===== config.mk =====
export PLATFORM = sky130hd
export DESIGN_NAME = i_divide
export DESIGN_NICKNAME = d
export VERILOG_FILES = /design/src/rtl/i_divide.sv
export SDC_FILE = /design/constraint.sdc
export NUM_CORES = 1
export LEC_CHECK = 0
export BUFFER_PORTS_ARGS = -buffer_cell sky130_fd_sc_hd__buf_2
export CAP_MARGIN = 20
export CORE_ASPECT_RATIO = 0.7
export CORE_MARGIN = 1.5
export CORE_UTILIZATION = 45
export DETAILED_ROUTE_END_ITERATION = 12
export GPL_TIMING_DRIVEN = 1
export PLACE_DENSITY_LB_ADDON = 0.12
export SLEW_MARGIN = 30
export SYNTH_ARGS = -nofsm -noshare
export SYNTH_HDL_FRONTEND = slang
export SYNTH_SLANG_ARGS = --single-unit

===== constraint.sdc =====
create_clock -name clk -period 3.95 [get_ports clk]
set_input_delay 0.395 -clock clk [delete_from_list [all_inputs] [get_ports clk]]
set_output_delay 0.395 -clock clk [all_outputs]
set_load 0.005 [all_outputs]

===== src/rtl/i_divide.sv =====
// Multi-cycle radix-2 restoring divider for SDIV/UDIV, also returning the remainder.
// One quotient bit per clock; divide-by-zero exits early with ARMv8 results.
module i_divide #(
  parameter int unsigned WIDTH = 64
) (
  input  logic             clk,
  input  logic             reset,
  input  logic             start,
  input  logic             is_signed,
  input  logic [WIDTH-1:0] dividend,
  input  logic [WIDTH-1:0] divisor,
  output logic             busy,
  output logic             done,
  output logic [WIDTH-1:0] quotient,
  output logic [WIDTH-1:0] remainder,
  output logic             div_by_zero
);

  localparam int unsigned CNT_W = $clog2(WIDTH + 1);

  typedef enum logic [1:0] {
    S_IDLE,
    S_RUN,
    S_FIX,
    S_DONE
  } state_t;

  state_t           r_state;
  logic [CNT_W-1:0] r_cnt;
  logic [WIDTH-1:0] r_dvd;
  logic [WIDTH-1:0] r_rem;
  logic [WIDTH-1:0] r_dsr;
  logic             r_q_neg;
  logic             r_r_neg;
  logic             r_zero;

  logic [WIDTH-1:0] w_dvd_mag;
  logic [WIDTH-1:0] w_dsr_mag;
  logic [WIDTH:0]   w_rem_sh;
  logic             w_ge;
  logic [WIDTH-1:0] w_sub;
  logic [CNT_W-1:0] w_cnt_nxt;

  // Operand magnitudes; the most negative value maps to 2^(WIDTH-1) unsigned.
  assign w_dvd_mag = (is_signed && dividend[WIDTH-1]) ? -dividend : dividend;
  assign w_dsr_mag = (is_signed && divisor[WIDTH-1])  ? -divisor  : divisor;

  // Shifted partial remainder keeps its carry so divisors with the MSB set still work.
  assign w_rem_sh  = {r_rem, r_dvd[WIDTH-1]};
  assign w_ge      = (w_rem_sh >= {1'b0, r_dsr});
  assign w_sub     = w_rem_sh[WIDTH-1:0] - r_dsr;
  assign w_cnt_nxt = r_cnt - CNT_W'(1);

  always_ff @(posedge clk or negedge reset) begin
    if (!reset) begin
      r_state     <= S_IDLE;
      r_cnt       <= '0;
      r_dvd       <= '0;
      r_rem       <= '0;
      r_dsr       <= '0;
      r_q_neg     <= 1'b0;
      r_r_neg     <= 1'b0;
      r_zero      <= 1'b0;
      busy        <= 1'b0;
      done        <= 1'b0;
      quotient    <= '0;
      remainder   <= '0;
      div_by_zero <= 1'b0;
    end else begin
      done <= 1'b0;
      case (r_state)
        S_IDLE: begin
          if (start) begin
            div_by_zero <= 1'b0;
            if (divisor == '0) begin
              // Zero divisor skips RUN; FIX publishes the ARMv8 result.
              r_zero  <= 1'b1;
              r_dvd   <= dividend;
              r_state <= S_FIX;
            end else begin
              r_zero  <= 1'b0;
              r_dvd   <= w_dvd_mag;
              r_dsr   <= w_dsr_mag;
              r_rem   <= '0;
              r_cnt   <= CNT_W'(WIDTH);
              r_q_neg <= is_signed & (dividend[WIDTH-1] ^ divisor[WIDTH-1]);
              r_r_neg <= is_signed & dividend[WIDTH-1];
              busy    <= 1'b1;
              r_state <= S_RUN;
            end
          end
        end
        S_RUN: begin
          r_rem   <= w_ge ? w_sub : w_rem_sh[WIDTH-1:0];
          r_dvd   <= {r_dvd[WIDTH-2:0], w_ge};
          r_cnt   <= w_cnt_nxt;
          if (w_cnt_nxt == '0) begin
            r_state <= S_FIX;
          end
        end
        S_FIX: begin
          if (r_zero) begin
            quotient    <= '0;
            remainder   <= r_dvd;
            div_by_zero <= 1'b1;
          end else begin
            quotient    <= r_q_neg ? -r_dvd : r_dvd;
            remainder   <= r_r_neg ? -r_rem : r_rem;
          end
          busy    <= 1'b0;
          done    <= 1'b1;
          r_state <= S_DONE;
        end
        S_DONE: begin
          r_state <= S_IDLE;
        end
        default: begin
          r_state <= S_IDLE;
        end
      endcase
    end
  end

endmodule


==> run metrics, run 1 <==
outcome completed; placed wire-length estimate 60,300 um; Compound-Gate Fraction of Synth Area 21.3%; worst vdd ir 0.000451 V; final net count 3,365; Hold WC Path Type in -> reg; CTS tree yes; GR Layer Usage met1 43.2%; share of cells above drive strength 1 18.7%; yosys warns 0; NetSw 8.26 mW; switching share of power 44.0%; Seq pwr share 31.3%; die width 276 um; final worst slack 8.75 ps; I/O Buffers 262; Post-CTS Setup Bufs 0; ratio of final minimum period to clock period 99.8%; Leak 12.5 nW; Total Wirelength 79,000 um; pin count of the biggest net entering global routing 164; drt pass-1 iters 5; Routed WL per cell 20.5 um; worst flop-to-flop path startpoint r_rem[10]$_DFFE_PN0P_; crit path DAT 4370 ps; Pins Over Slew Limit 0; largest family of logic cells by synthesized area compound AO/OA/AOI/OAI gates; number of flops mapped to enable cells by yosys 0; H-tree levels 2; Initial DRC Count 1,995; fin crit period 3940 ps; CP Class reg -> reg; post-synthesis simple-gate area fraction 16.8%; CTS Buffer Depth 3; Avg Synthesized Cell Area 8.26 um^2; post-synthesis sequential area ratio 35.7%; Max-cap violations 0; Area Growth Syn to Fin 18.8%; clock power share 18.8%; Routed Antenna Nets 0; Initial Util 45.9%; post-synth cell types 73; Synth Cell Area 23,500 um^2; Worst Skew 20.7 ps; Most Crowded Layer GR met2; grt ovf 0; PD cells 673 nW/um^2; Slew HR 42.1%; clk sinks 335; Final Hold Fails 0; crit path max fanout 3; total die area 53,500 um^2; Synth Register Bits 335; Critical Path Source Type register; final setup fails 0; Core Region 51,100 um^2; GRT met3 Usage 5.11%; mux cell area share after synthesis 5.20%; worst path required time 4380 ps; met2 global-route usage 43.6%; first-pass GRT wire length 123,000 um; gpl congestion 0.932; Synth Area in XOR/XNOR 11.6%; design area 27,900 um^2; Via density 5.80; row count 69; clk root buf clkbuf_16; number of CTS-inserted buffers 38; # diodes 0; total design power 18.7 mW; beginning of the critical path r_rem[10]$_DFFE_PN0P_; total track usage 29.0%; chip height 194 um; Worst Min Path Start divisor[45]; Synth async-reset ratio 100%; logic gate share of total power 49.9%; vias in the first global route 21,300; I/O pins 263; RSZ-0062 raised after global routing yes; DRC viols 0; dpl ws -40.0 ps; Worst Tran Pin Value 868 ps; DR vias 22,400; ys flop type dfrtp_1; fill cell count 4,875; Post-Synthesis Cells 2,838; Int Pwr 10.5 mW; Adder-Cell Fraction of Synth Area 3.98%; initial antenna violation count 1; Syn Nets 3,044; Clk Latency, worst-skew pair 550 ps; CTS clock-pin slew for the worst setup and hold paths 70 ps; DP Area 26,600 um^2; post-layout util 54.5%; CP Capture Type register; Max Clk Rate 254 MHz
power by group through the flow:
stage          logic [mW]  registers, mW  clock network [mW]
6_report             9.35           5.87                3.52
3_5_place_dp         9.22           5.88                   0
4_1_cts              9.27           5.84                3.60
3_3_place_gp         9.09           5.85                   0
5_1_grt              10.4           6.04                3.72
2_1_floorplan        5.91           5.55                   0
through the flow:
step                setup TNS, ps  hold WS [ps]  cells
floorplan                       0          99.4   2838
global placement            -82.7           471   3792
detailed placement          -64.7           477   3792
CTS                             0           142   3858
global route                 -123           166   3858
finish                          0           169   3858
layout make-up:
| type | instances | area, um^2 | area share (%) |
|---|---|---|---|
| clock inverters | 11 | 133 | 0.476 |
| repair buffers | 449 | 2880 | 10.3 |
| inverters | 166 | 623 | 2.24 |
| well taps | 674 | 843 | 3.03 |
| flip-flops and latches | 335 | 8390 | 30.1 |
| multi-input cells | 2169 | 13900 | 50.0 |
| clock buffers | 54 | 1060 | 3.81 |
sequential cells by signal, summed over array words and instances, names as in the netlist, 2 cells and up:
signal	flops
remainder	64
r_state	2
quotient	64
r_dsr	64
r_cnt	7
r_rem	64
r_dvd	64
layout by cell type (no fill, tap or decap), drive strengths merged, types with 14 or more instances in the layout:
master / instances
xnor2: 119
inv: 168
nand3: 20
clkbuf: 54
xor2: 191
buf: 448
o31ai: 69
mux2i: 73
mux2: 43
a21oi: 244
or2: 16
nand2b: 22
o41ai: 34
a21o: 25
dfrtp: 335
ha: 73
nand2: 310
o21ai: 329
nor3: 41
nor2: 180
o22ai: 62
nor4: 19
or4: 28
and3: 14
nand4: 34
or3: 95
Yosys cell counts (10+ instances only):
| master | n | area (um^2) |
|---|---|---|
| mux2i_1 | 73 | 731 |
| nand2_1 | 310 | 1160 |
| inv_1 | 166 | 623 |
| xor2_1 | 191 | 1670 |
| or4_1 | 25 | 188 |
| or3_1 | 95 | 594 |
| nand3_1 | 20 | 100 |
| nor3_1 | 41 | 205 |
| o22ai_1 | 62 | 388 |
| dfrtp_1 | 335 | 8380 |
| and3_1 | 14 | 87.6 |
| a31oi_1 | 13 | 81.3 |
| nand4_1 | 34 | 213 |
| ha_1 | 73 | 913 |
| nand2b_1 | 22 | 138 |
| o21ai_0 | 323 | 1620 |
| o41ai_1 | 28 | 245 |
| clkbuf_1 | 151 | 567 |
| o31ai_1 | 68 | 510 |
| buf_1 | 12 | 45.0 |
| o21bai_1 | 11 | 82.6 |
| nor4_1 | 19 | 119 |
| mux2_2 | 42 | 473 |
| xnor2_1 | 119 | 1040 |
| a21oi_1 | 244 | 1220 |
| or2_2 | 14 | 87.6 |
| a21o_1 | 25 | 188 |
| nor2_1 | 180 | 676 |
| o21a_1 | 10 | 75.1 |
logic make-up (layout without fill, tap and decap cells):
| kind of cell | after synthesis | in the layout |
|---|---|---|
| fa+ha+maj | 74 | 74 |
| flops | 335 | 335 |
| mux | 116 | 116 |
| xor+xnor | 310 | 310 |
| simple gates | 820 | 820 |
| buf+inv | 334 | 680 |
| compound gates | 849 | 849 |
path summary, 6_finish.rpt:
check	endpoint	slack [ps]	depth (start not counted)
setup / recovery	remainder[63]$_DFFE_PN0P_	9	10
hold / removal	r_dsr[45]$_DFFE_PN0P_	170	3
setup reg to reg	remainder[63]$_DFFE_PN0P_	9	10
hold reg to reg	r_dsr[51]$_DFFE_PN0P_	480	2
max in group asynchronous	r_dvd[1]$_DFFE_PN0P_	2510	3
min in group asynchronous	r_rem[21]$_DFFE_PN0P_	470	2
critical path, stage by stage (launching register included):
cell	delay [ps]
dfrtp_1	380
or4_4	530
or3_4	400
or2_1	260
or4_4	450
or4_4	490
or3_4	430
o41ai_4	330
xor2_1	190
o21ai_1	70
mux2_2	280
per-layer routing:
| layer | share of wire (%) | up-vias |
|---|---|---|
| li1 | - | 10700 |
| met1 | 47 | 10900 |
| met2 | 44 | 662 |
| met3 | 6.7 | 87 |
| met4 | 1.9 | 0 |
| met5 | 0 | - |
timing repair:
| action | 4_1_cts | 5_1_grt |
|---|---|---|
| pin swaps | 0 | 1 |
| gates resized for setup | 1 | 14 |
| hold buffers | 1 | 0 |
| gates cloned | 0 | 0 |
| hold endpoints to repair | 80 | 0 |
| endpoints found under the setup margin | 2 | 21 |
(Power assumes the default switching activity.)
==> run 2, diff against run 1 <==
==> constraint.sdc (replaced) <==
create_clock -name clk -period 3.95 [get_ports clk]
set_input_delay 0.79 -clock clk [delete_from_list [all_inputs] [get_ports clk]]
set_output_delay 0.79 -clock clk [all_outputs]
set_load 0.005 [all_outputs]
==> run 2 against run 1 <==
Register-to-register slack better by 60 ps. Highest routed layer unchanged. Routed wire length up 0.78%. Total power up 3.3%. Largest power group unchanged. Setup slack better by 61 ps. Non-clock buffer count up 30. Largest cell class unchanged. Die area unchanged.
==> run metrics, run 2 (synthesized netlist as in run 1, its figures left out) <==
final setup fails 0 (unchanged); die width 276 um (unchanged); commonest non-fill, non-tap cells in the layout dfrtp_1, o21ai_0, nand2_1; RSZ-0062 raised after global routing no; Setup TNS Final 0 ps (unchanged); NetSw 8.36 mW (+1.3%); design area 28,400 um^2 (+1.8%); total track usage 29.4% (+0.43 points); PD cells 683 nW/um^2 (+1.4%); vias in the first global route 21,600 (+1.3%); Worst Skew 24.7 ps (+4.00 ps); CP Cell Sequence or4_1 > or3_4 > or3_4 > or4_4 > or4_4 > o21a_4 > a21oi_2 > xnor2_2 > mux2i_1 > a21oi_1; Routed Antenna Nets 0 (unchanged); GR Layer Usage met1 44.8% (+1.6 points); share of cells above drive strength 1 20.0% (+1.3 points); Area Growth Syn to Fin 21.0%; CTS tree yes; Via density 5.80 (about the same); I/O Buffers 262 (unchanged); Max Clk Rate 258 MHz (+1.6%); Crit-path slowest cell or4_4; worst vdd ir 0.000422 V (-6.5%); Initial Util 45.9% (unchanged); dpl cells 3,823 (+0.82%); DR vias 22,600 (+0.80%); Final Hold Fails 0 (unchanged); fin crit period 3880 ps (-60.9 ps); clk sinks 335 (unchanged); gpl congestion 0.939 (+0.73%); DP Area 26,900 um^2 (+1.1%); Total Wirelength 79,600 um (+0.78%); beginning of the critical path r_rem[10]$_DFFE_PN0P_; Seq pwr share 30.6% (-0.7 points); CP Capture Type register; clock power share 20.2% (+1.4 points); first-pass GRT wire length 125,000 um (+1.7%); delay-heaviest family, CP simple AND/OR/NAND/NOR gates; row count 69 (unchanged); total design power 19.4 mW (+3.3%); commonest non-fill, non-tap cell in the layout dfrtp_1; crit path max fanout 6 (+3); GRT met3 Usage 3.29% (-1.8 points); crit path DAT 4270 ps (-100 ps); Critical Path Source Type register; drt pass-1 iters 5 (unchanged); CP Class reg -> reg; Worst Tran Pin Value 959 ps (+90.6 ps); final worst slack 69.6 ps (+60.9 ps); Core Region 51,100 um^2 (unchanged); CTS clock-pin slew for the worst setup and hold paths 60 ps (about the same); Clk Latency, worst-skew pair 560 ps (about the same); # diodes 0 (unchanged); total die area 53,500 um^2 (unchanged); grt ovf 0 (unchanged); logic gate share of total power 49.2% (-0.7 points); chip height 194 um (unchanged); worst hold slack 237 ps (+67.9 ps); Most Crowded Layer GR met1; CTS Buffer Depth 3 (unchanged); Worst path max stage delay 630 ps (+100 ps); Max-cap violations 0 (unchanged); final net count 3,395 (+0.89%); ratio of final minimum period to clock period 98.2% (-1.5 points); post-layout util 55.5% (+1.0 points); initial antenna violation count 0 (-1); Hold WC Path Type in -> async; Slew HR 36.1% (-6.0 points); non-filler cells, final 3,891 (+0.86%); clk root buf clkbuf_16; Buf/Inv on CP 0 (unchanged); worst path required time 4340 ps (-40 ps); Int Pwr 11.0 mW (+4.9%); DRC viols 0 (unchanged); Pins Over Slew Limit 0 (unchanged); Initial DRC Count 2,146 (+7.6%); worst flop-to-flop path startpoint r_rem[10]$_DFFE_PN0P_; Routed WL per cell 20.5 um (about the same); H-tree levels 2 (unchanged); number of CTS-inserted buffers 37 (-2.6%); met2 global-route usage 44.6% (+0.96 points); outcome completed; I/O pins 263 (unchanged); Post-CTS Hold Buffers 0 (-1); pin count of the biggest net entering global routing 92 (-44%); Leak 12.7 nW (+2.1%); dpl ws -36.6 ps (+3.38 ps); switching share of power 43.2% (-0.85 points); placed wire-length estimate 60,500 um (+0.27%)
[run 2: cell count changes in the layout (fill, tap and decap cells not counted), moves of 4 or more]
| cell | before | now |
|---|---|---|
| a21oi_2 | 0 | 4 |
| bufinv_16 | 2 | 7 |
| a21oi_1 | 242 | 238 |
| clkbuf_1 | 11 | 7 |
| clkbuf_8 | 5 | 9 |
| buf_4 | 174 | 200 |
| buf_12 | 12 | 17 |
[run 2: final cells by class]
| type | count | area, um^2 |
|---|---|---|
| clock buffers | 53 | 1080 |
| clock inverters | 14 | 274 |
| fillers | 4857 | 22700 |
| inverters | 166 | 623 |
| multi-input cells | 2170 | 14000 |
| flip-flops and latches | 335 | 8390 |
| well taps | 674 | 843 |
| repair buffers | 479 | 3160 |
[run 2: what timing repair did]
action / CTS / global route
cloned: 0 / 1
gates resized for setup: 4 / 22
hold endpoints to repair: 0 / 0
endpoints found under the setup margin: 4 / 79
pin swaps: 0 / 7
setup buffers: 0 / 0
[run 2: final timing paths]
check                                             to  slack, ps  cells after the start
setup / recovery           remainder[46]$_DFFE_PN0P_         70                     10
hold / removal                 r_dsr[12]$_DFFE_PN0P_        240                      1
setup reg to reg           remainder[46]$_DFFE_PN0P_         70                     10
min in group clk               r_dsr[55]$_DFFE_PN0P_        480                      2
max in group asynchronous   quotient[39]$_DFFE_PN0P_       2720                      2
hold reg to reg                r_dsr[55]$_DFFE_PN0P_        480                      2
[run 2: power groups by stage]
stage          clock [mW]  sequential [mW]  combinational, mW
5_1_grt              4.10             6.09               10.5
4_1_cts              3.97             5.91               9.38
3_5_place_dp            0             5.95               9.30
6_report             3.91             5.93               9.52
3_3_place_gp            0             5.91               9.18
2_1_floorplan           0             5.55               5.91
[run 2: worst register-to-register path: cells and delay by family (launching register included)]
kind	cells	cell delay, ps
compound gates	3	560
xor+xnor	1	90
flops	1	370
mux	1	230
simple gates	5	2460
[run 2: layer usage]
metal	up-vias	routed length (um)
met1	11000	38400
met3	91	4410
met4	0	1430
li1	10700	-
met2	690	35300
met5	-	0
==> run 3, diff against run 2 <==
MAX_ROUTING_LAYER = met4   (was unset)
==> run 3 against run 2 <==
The run now ends with setup timing left. Non-clock buffer count up 4. Setup slack got worse by 100 ps. Sequential power barely moved. Sequential share of layout area is essentially flat. Total power rose by 0.21%. Clock skew down 5.0 ps. Critical endpoint is now remainder[44]$_DFFE_PN0P_. Largest power group unchanged.
==> run metrics, run 3 (synthesized netlist as in run 1, its figures left out) <==
outcome finished with violations; failing checks setup timing; Core Region 51,100 um^2 (unchanged); DP Area 26,900 um^2 (about the same); Clk Latency, worst-skew pair 560 ps (about the same); Worst Skew 19.7 ps (-4.98 ps); Critical Path Source Type register; dpl ws -61.3 ps (-24.7 ps); final setup fails 2 (+2); grt ovf 0 (unchanged); ratio of final minimum period to clock period 101% (+2.6 points); worst path required time 4340 ps (about the same); CP Cell Sequence or4_4 > or3_4 > or3_4 > or4_4 > or4_4 > buf_6 > o41ai_4 > xor2_1 > nor2_1 > a21oi_1 > a21oi_1; Max-cap violations 0 (unchanged); DR vias 22,500 (-0.080%); first-pass GRT wire length 124,000 um (about the same); Final Hold Fails 0 (unchanged); Total Wirelength 80,000 um (+0.47%); drt pass-1 iters 6 (+1); Pins Over Slew Limit 0 (unchanged); clk root buf clkbuf_16; crit path DAT 4380 ps (+110 ps); crit-path most repeated cell or4_4; CTS tree yes; DRC viols 0 (unchanged); non-filler cells, final 3,895 (+0.10%); Worst Tran Pin Value 942 ps (-16.6 ps); final worst slack -34.8 ps (-104 ps); clock power share 20.2% (about the same); design area 28,400 um^2 (+0.11%); fin crit period 3980 ps (+104 ps); Area Growth Syn to Fin 21.1%; clk sinks 335 (unchanged); commonest non-fill, non-tap cell in the layout dfrtp_1; initial antenna violation count 0 (unchanged); Seq pwr share 30.4% (-0.2 points); Max Clk Rate 251 MHz (-2.6%); final net count 3,400 (+0.15%); vias in the first global route 21,700 (+0.50%); pin count of the biggest net entering global routing 164 (+78%); Post-CTS Hold Buffers 0 (unchanged); worst vdd ir 0.000458 V (+8.8%); CP Class reg -> reg; logic gate share of total power 49.4% (+0.2 points); Buf/Inv on CP 1 (+1); Slew HR 37.2% (+1.1 points); R2R Path End remainder[44]$_DFFE_PN0P_; switching share of power 43.2% (about the same); placed wire-length estimate 60,900 um (+0.65%); CTS clock-pin slew for the worst setup and hold paths 70 ps (about the same); beginning of the critical path r_rem[10]$_DFFE_PN0P_; Leak 12.8 nW (+0.29%); CTS Buffer Depth 3 (unchanged); total die area 53,500 um^2 (unchanged); Crit-path slowest cell or4_4; worst flop-to-flop path startpoint r_rem[10]$_DFFE_PN0P_; crit path max fanout 7 (+1); Routed Antenna Nets 0 (unchanged); Initial Util 45.9% (unchanged); chip height 194 um (unchanged); I/O Buffers 262 (unchanged); RSZ-0062 raised after global routing yes; die width 276 um (unchanged); PD cells 683 nW/um^2 (+0.11%); H-tree levels 2 (unchanged); number of CTS-inserted buffers 39 (+5.4%); Initial DRC Count 1,905 (-11%); delay-heaviest family, CP simple AND/OR/NAND/NOR gates; Reg2Reg Depth 11 (+1); Int Pwr 11.0 mW (+0.18%); I/O pins 263 (unchanged); Hold WC Path Type in -> async; Via density 5.79 (-0.18%); commonest non-fill, non-tap cells in the layout dfrtp_1, o21ai_0, nand2_1; Worst path max stage delay 610 ps (-20 ps); # diodes 0 (unchanged); row count 69 (unchanged); share of cells above drive strength 1 20.0% (about the same); Routed WL per cell 20.5 um (+0.37%); gpl congestion 0.981 (+4.5%); CP Capture Type register; flop2flop setup slack -30 ps (-100 ps); total track usage 30.3% (+0.94 points); dpl cells 3,824 (+0.026%); NetSw 8.39 mW (+0.25%)
run 3: changes by cell type in the layout (fill, tap and decap cells not counted), sizes merged:
cell / delta
or4: -1
clkbuf: +1
inv: +1
buf: +4
clkinvlp: -1
bufinv: -2
clkinv: +2
run 3: final cells by class:
class	count	area (um^2)
fill	4844	22700
multi-input combinational	2169	14000
sequential	335	8390
timing repair buffer	483	3200
clock buffer	54	1140
tap	674	843
inverter	166	623
clock inverter	14	214
run 3: metrics by stage:
stage | setup TNS [ps] | total power [mW] | hold WS (ps) | util [%]
after floorplan | 0 | 11.5 | 450 | -
after global placement | 0 | 15.1 | 471 | 52.6
after detailed placement | -61.3 | 15.3 | 477 | 52.6
after CTS | 0 | 19.3 | 255 | 55.3
after global routing | -526 | 20.8 | 252 | 55.6
final | -39.3 | 19.4 | 205 | 55.6
run 3: worst reg2reg max path: cells and delay by family (launching register included):
family	cells	cell delay, ps
simple gates	6	2480
flops	1	380
compound gates	3	570
xor+xnor	1	200
buf+inv	1	180
run 3: what timing repair did:
action | 4_1_cts | 5_1_grt
pin swaps | 0 | 4
endpoints found under the setup margin | 2 | 79
resized for setup | 2 | 23
setup buffers | 0 | 3
run 3: routing by layer:
metal	vias up	GRT usage [%]	part of all wire, %
li1	10800	-	-
met1	11000	44.6	48
met2	670	44.4	44
met4	0	6.64	2.3
met3	107	3.68	5.5
met5	-	-	0
run 3: power groups by stage:
stage / combinational, mW / sequential, mW / clock [mW]
floorplan: 5.91 / 5.55 / 0
global placement: 9.21 / 5.88 / 0
detailed placement: 9.34 / 5.91 / 0
CTS: 9.42 / 5.87 / 3.96
global route: 10.6 / 6.05 / 4.09
finish: 9.59 / 5.90 / 3.91
run 3: how the worst max path moves through the flow:
stage                                endpoint  slack [ps]  depth (start not counted)
floorplan               r_rem[55]$_DFFE_PN0P_         170                         11
global placement    remainder[63]$_DFFE_PN0P_           2                         10
detailed placement  remainder[63]$_DFFE_PN0P_         -60                         10
CTS                  quotient[51]$_DFFE_PN0P_           7                         10
global route        remainder[44]$_DFFE_PN0P_        -100                         11
finish              remainder[44]$_DFFE_PN0P_         -30                         11
